$ cat src/rtl/video_mixer_pol.sv
// Core-side video mixer without scandoubler: colour expansion to 8 bits, sync
// polarity normalisation, scanline darkening, freeze blanking and CE/DE generation.
module video_mixer_pol #(
  parameter int IN_BITS    = 8,
  parameter int SCANLINES  = 1,
  parameter int POL_DETECT = 1
) (
  input  logic               CLK_VIDEO,
  input  logic               RESET_N,
  input  logic               ce_pix,
  input  logic               freeze,
  input  logic [1:0]         scanlines,
  input  logic [IN_BITS-1:0] R,
  input  logic [IN_BITS-1:0] G,
  input  logic [IN_BITS-1:0] B,
  input  logic               HSync,
  input  logic               VSync,
  input  logic               HBlank,
  input  logic               VBlank,
  output logic               CE_PIXEL,
  output logic [7:0]         VGA_R,
  output logic [7:0]         VGA_G,
  output logic [7:0]         VGA_B,
  output logic               VGA_HS,
  output logic               VGA_VS,
  output logic               VGA_DE,
  output logic               hs_neg,
  output logic               vs_neg
);

  localparam int REP_W = 8 * IN_BITS;

  // Replicating the value eight times always yields at least 8 bits; the top
  // byte is the MSB-first repetition truncated to 8 bits.
  function automatic logic [7:0] expand(input logic [IN_BITS-1:0] v);
    logic [REP_W-1:0] rep;
    rep = {8{v}};
    return rep[REP_W-1 -: 8];
  endfunction

  function automatic logic [7:0] darken(input logic [7:0] x, input logic [1:0] m);
    case (m)
      2'd1:    return x - {2'b00, x[7:2]};
      2'd2:    return {1'b0, x[7:1]};
      2'd3:    return {2'b00, x[7:2]};
      default: return x;
    endcase
  endfunction

  logic       frz_s1, frz_s2;
  logic       hblank_d, vblank_d;
  logic       ce_pix_d, ce_osc, fs_osc;
  logic       line_odd;
  logic       hs_n, vs_n, hs_rise, vs_rise;
  logic [1:0] scan_mode;

  logic [7:0] r_p1, g_p1, b_p1;
  logic       hs_p1, vs_p1, hde_p1, vde_p1;
  logic [7:0] r_p2, g_p2, b_p2;
  logic       hs_p2, vs_p2, hde_p2, vde_p2;
  logic       old_hde;

  always_comb begin
    hs_n      = HSync ^ hs_neg;
    vs_n      = VSync ^ vs_neg;
    hs_rise   = hs_n & ~hs_p1;
    vs_rise   = vs_n & ~vs_p1;
    scan_mode = (SCANLINES != 0 && line_odd) ? scanlines : 2'd0;
  end

  // Freeze synchroniser and polarity detection. Sync is inactive when blank
  // ends, so the level sampled there is the idle level of that sync.
  always_ff @(posedge CLK_VIDEO) begin
    if (!RESET_N) begin
      frz_s1   <= 1'b0;
      frz_s2   <= 1'b0;
      hblank_d <= 1'b0;
      vblank_d <= 1'b0;
      hs_neg   <= 1'b0;
      vs_neg   <= 1'b0;
    end else begin
      frz_s1   <= freeze;
      frz_s2   <= frz_s1;
      hblank_d <= HBlank;
      vblank_d <= VBlank;
      if (POL_DETECT != 0) begin
        if (hblank_d && !HBlank) hs_neg <= HSync;
        if (vblank_d && !VBlank) vs_neg <= VSync;
      end
    end
  end

  // Line parity and CE mode. A frame start latches whether ce_pix toggled
  // during the previous frame; a toggling ce_pix is turned into rising-edge pulses.
  always_ff @(posedge CLK_VIDEO) begin
    if (!RESET_N) begin
      line_odd <= 1'b0;
      ce_pix_d <= 1'b0;
      ce_osc   <= 1'b0;
      fs_osc   <= 1'b0;
      CE_PIXEL <= 1'b0;
    end else begin
      ce_pix_d <= ce_pix;
      if (vs_rise) line_odd <= 1'b0;
      else if (hs_rise) line_odd <= ~line_odd;
      if (vs_rise) begin
        fs_osc <= ce_osc;
        ce_osc <= 1'b0;
      end else if (ce_pix != ce_pix_d) begin
        ce_osc <= 1'b1;
      end
      CE_PIXEL <= fs_osc ? (~ce_pix_d & ce_pix) : ce_pix;
    end
  end

  // Stage p1: expansion, freeze blanking, normalised sync and enables
  always_ff @(posedge CLK_VIDEO) begin
    if (!RESET_N) begin
      r_p1   <= '0;
      g_p1   <= '0;
      b_p1   <= '0;
      hs_p1  <= 1'b0;
      vs_p1  <= 1'b0;
      hde_p1 <= 1'b0;
      vde_p1 <= 1'b0;
    end else begin
      r_p1   <= frz_s2 ? 8'd0 : expand(R);
      g_p1   <= frz_s2 ? 8'd0 : expand(G);
      b_p1   <= frz_s2 ? 8'd0 : expand(B);
      hs_p1  <= hs_n;
      vs_p1  <= vs_n;
      hde_p1 <= ~HBlank;
      vde_p1 <= ~VBlank;
    end
  end

  // Stage p2: scanline darkening
  always_ff @(posedge CLK_VIDEO) begin
    if (!RESET_N) begin
      r_p2   <= '0;
      g_p2   <= '0;
      b_p2   <= '0;
      hs_p2  <= 1'b0;
      vs_p2  <= 1'b0;
      hde_p2 <= 1'b0;
      vde_p2 <= 1'b0;
    end else begin
      r_p2   <= darken(r_p1, scan_mode);
      g_p2   <= darken(g_p1, scan_mode);
      b_p2   <= darken(b_p1, scan_mode);
      hs_p2  <= hs_p1;
      vs_p2  <= vs_p1;
      hde_p2 <= hde_p1;
      vde_p2 <= vde_p1;
    end
  end

  // Output stage: DE is only reloaded on an hde change so it steps at line edges
  always_ff @(posedge CLK_VIDEO) begin
    if (!RESET_N) begin
      VGA_R   <= '0;
      VGA_G   <= '0;
      VGA_B   <= '0;
      VGA_HS  <= 1'b0;
      VGA_VS  <= 1'b0;
      VGA_DE  <= 1'b0;
      old_hde <= 1'b0;
    end else if (CE_PIXEL) begin
      VGA_R   <= r_p2;
      VGA_G   <= g_p2;
      VGA_B   <= b_p2;
      VGA_HS  <= hs_p2;
      VGA_VS  <= vs_p2;
      old_hde <= hde_p2;
      if (hde_p2 != old_hde) VGA_DE <= vde_p2 & hde_p2;
    end
  end

endmodule
$ cat config.mk
export PLATFORM = sky130hd
export DESIGN_NAME = video_mixer_pol
export DESIGN_NICKNAME = d
export VERILOG_FILES = /design/src/rtl/video_mixer_pol.sv
export SDC_FILE = /design/constraint.sdc
export NUM_CORES = 1
export LEC_CHECK = 0
export ABC_AREA = 1
export CORE_UTILIZATION = 30
export DETAILED_ROUTE_END_ITERATION = 8
export DONT_BUFFER_PORTS = 1
export PLACE_DENSITY = 0.5
export SETUP_SLACK_MARGIN = 0.02
export SYNTH_ARGS = -nofsm -noshare
export SYNTH_HDL_FRONTEND = slang
export SYNTH_SLANG_ARGS = --single-unit
$ cat constraint.sdc
create_clock -name CLK_VIDEO -period 2.47 [get_ports CLK_VIDEO]
set_clock_uncertainty 0.05 [all_clocks]
set_input_delay 0 -clock CLK_VIDEO [delete_from_list [all_inputs] [get_ports CLK_VIDEO]]
set_output_delay 0 -clock CLK_VIDEO [all_outputs]
set_load 0.02 [all_outputs]
==> results.yml <==
floorplanning:
  die_w_um: 122
  die-area_um2: 14800
  core_area_um2: 13900
  fp.dieH_um: 122
  io_pins: 64
  rows: 43
  initial_core_util_pct: 30.8
final_layout:
  final_util_pct: 36.7
  insertedDiodeCount: 0
  final_nets: 684
  drive_gt1_share_pct: 5.38
  areaGrowthSynthToFinish_pct: 19.1
synth:
  synth_top_family_by_area: "simple AND/OR/NAND/NOR gates"
  synth_async_sr_flop_share_pct: 0
  ys.flop_type: "dfxtp_1"
  netlist_top_cells_count: "102 x nand2_1, 97 x inv_1, 95 x dfxtp_1"
  synth-compound-area-share_pct: 12.6
  ys_warn_count: 0
  synth_area_leaders: "dfxtp_1 44%, nand2_1 8.9%, inv_1 8.5%"
  ys_seq_area_share_pct: 44.3
  postSynthNetCount: 651
  synth_area_leader_cell: "dfxtp_1"
  muxShareOfSynthArea_pct: 0
  synth_cell_type_count: 29
  syn_inst: 595
  yosysMostFrequentCell: "nand2_1"
  synth_edf_count: 0
  yosys.area_share.simple_pct: 24.8
  ys_ff_latch: 95
  synth_fa_ha_area_share_pct: 6.93
  netlist_area_um2: 4290
  yosys.area.top_type_share_pct: 44.3
  avgSynthCellArea_um2: 7.22
  synth_xor_area_share_pct: 0.204
global_route:
  grt_max_degree: 57
  grt.overflow.total: 0
  antenna_found_initial: 1
  grt_pass1_wl_um: 17900
  grt_use_total_pct: 15.9
  grt_pass1_vias: 3474
setup_path:
  end_kind: "register"
  worstPathRequired_ns: 2.67
  reg2reg_depth: 10
  cp-start-kind: "input port"
  worst-path-max-fanout: 13
  path_class: "input port to register"
  arrival_ns: 2.09
routing:
  antenna_left: 0
  drt-pass1-iter-count: 4
  drt-total-wl_um: 11100
  vias_per_cell: 4.57
  drc: 0
  drtIter0Drc: 208
  num_vias: 3710
  post_drt_wl_per_cell_um: 13.6
cts:
  clk_path_buf_depth: 2
  cts_root_buf: "clkbuf_16"
  h-tree-depth: 3
  postCtsSetupBuffers: 0
  clock-sinks: 95
  cts_inserted_buffers: 9
  insertion_delay_ns: 0.35
  cts_tree: "done"
  path_clk_slew_ns: 0.07
power_and_ir_drop:
  swShare_pct: 28.9
  p_leak_nw: 2.42
  pwr-share-comb_pct: 14.1
  internal_power_mw: 2.52
  vdd_drop_max_uv: 353
  power_density_nw_per_um2: 692
  finalPower_mw: 3.54
  p_seq_share_pct: 49.4
  clkPwrFrac_pct: 36.5
  power_switching_mw: 1.02
place:
  numPortBuffers: 0
  preCtsSetupSlack_ns: 0.656
  place_congestion: 0.833
  dpl.hpwl_um: 7770
timing:
  drv_slew: 0
  worst_pin_slew_ns: 0.658
  worst_slack_ns: 0.574
  finalCriticalPeriod_ns: 1.90
  clock.fmax_mhz: 527
  setup_tns_ns: 0
  hold_viol_final: 0
  setup_viol: 0
  rsz0062_at_grt: "false"
  max_slew_margin_pct: 56.1
  period_share_pct: 76.8
status:
  status: "finished, final reports clean"
worst_hold_path:
  hold_class: "input port to register"
  whs_path_depth: 4
run:
  max_cap_violations: 0
registers in the layout, summed over array words and instances, names as in the netlist, 8 cells and up:
name and cells:
VGA_B 8, VGA_G 8, VGA_R 8, b_p1 8, b_p2 8, g_p1 8, g_p2 8, r_p1 8
r_p2 8
routing by layer:
| metal | track usage (%) | wire [µm] | vias up |
|---|---|---|---|
| met3 | 4.54 | 683 | 8 |
| met5 | 0 | 0 | - |
| met4 | 4.78 | 142 | 0 |
| met2 | 23.3 | 4690 | 104 |
| met1 | 22.4 | 5560 | 1666 |
| li1 | - | - | 1932 |
power by group through the flow:
stage                     logic, mW  registers [mW]  clock network, mW
after global placement        0.423            1.78                  0
after floorplan               0.352            1.76                  0
after global routing          0.579            1.76               1.41
after detailed placement      0.429            1.78                  0
after CTS                     0.501            1.75               1.35
final                         0.500            1.75               1.29
final timing paths:
| check | slack [ns] | from | endpoint |
|---|---|---|---|
| max | 0.57 | scanlines[0] | b_p2[2] |
| min | 0.005 | HSync | hs_p1 |
| max reg2reg | 0.65 | b_p1[2] | b_p2[6] |
| min reg2reg | 0.37 | hde_p1 | hde_p2 |
kinds of logic after synthesis:
group | count (synthesis)
fa+ha+maj | 22
simple gates | 256
compound gates | 100
xor+xnor | 1
flops | 95
buf+inv | 121
critical path: stages:
cell and delay (ns):
dlygate4sd3_1 0.82, nand2_2 0.24, nor2_2 0.38, buf_4 0.29, nand3_1 0.10, a31oi_1 0.25
cell type report:
class                      instances  area, µm²
clock buffer                      10        229
clock inverter                     5       43.8
fill                            1439       8820
inverter                         100        375
multi-input combinational        379       1910
sequential                        95       1900
tap                              180        225
timing repair buffer              43        430
cells in the final DEF (no fill, tap or decap), types with 2 or more instances in the layout:
cell           count
clkbuf_16          9
fa_1               3
dfxtp_1           95
o2111ai_1          6
dlygate4sd3_1     38
inv_1             97
o22ai_1            2
nor2_2             3
buf_4              4
nand2_1          102
or2_2              7
nor2_1            94
a21oi_1           33
inv_2              2
and2_1             2
ha_1              19
a22oi_1            3
nor3_1             3
clkinvlp_4         2
nand2_2            3
a31oi_1            5
nand4_1            4
nand3_1           36
nand3b_1           2
o21ai_0           50
repair_timing:
item,in CTS,in global routing
endpoints found under the hold margin,90,0
hold buffers,39,0
gates resized for setup,0,0
stage by stage:
step,area [µm²],hold WS (ns),std cells
2_1_floorplan,4290,0.0224,595
3_3_place_gp,4440,0.0255,758
3_5_place_dp,4440,0.0255,758
4_1_cts,5120,0.000427,812
5_1_grt,5120,0.0390,812
6_report,5120,0.00479,812
Note: power is estimated with default switching activity, not from simulation.
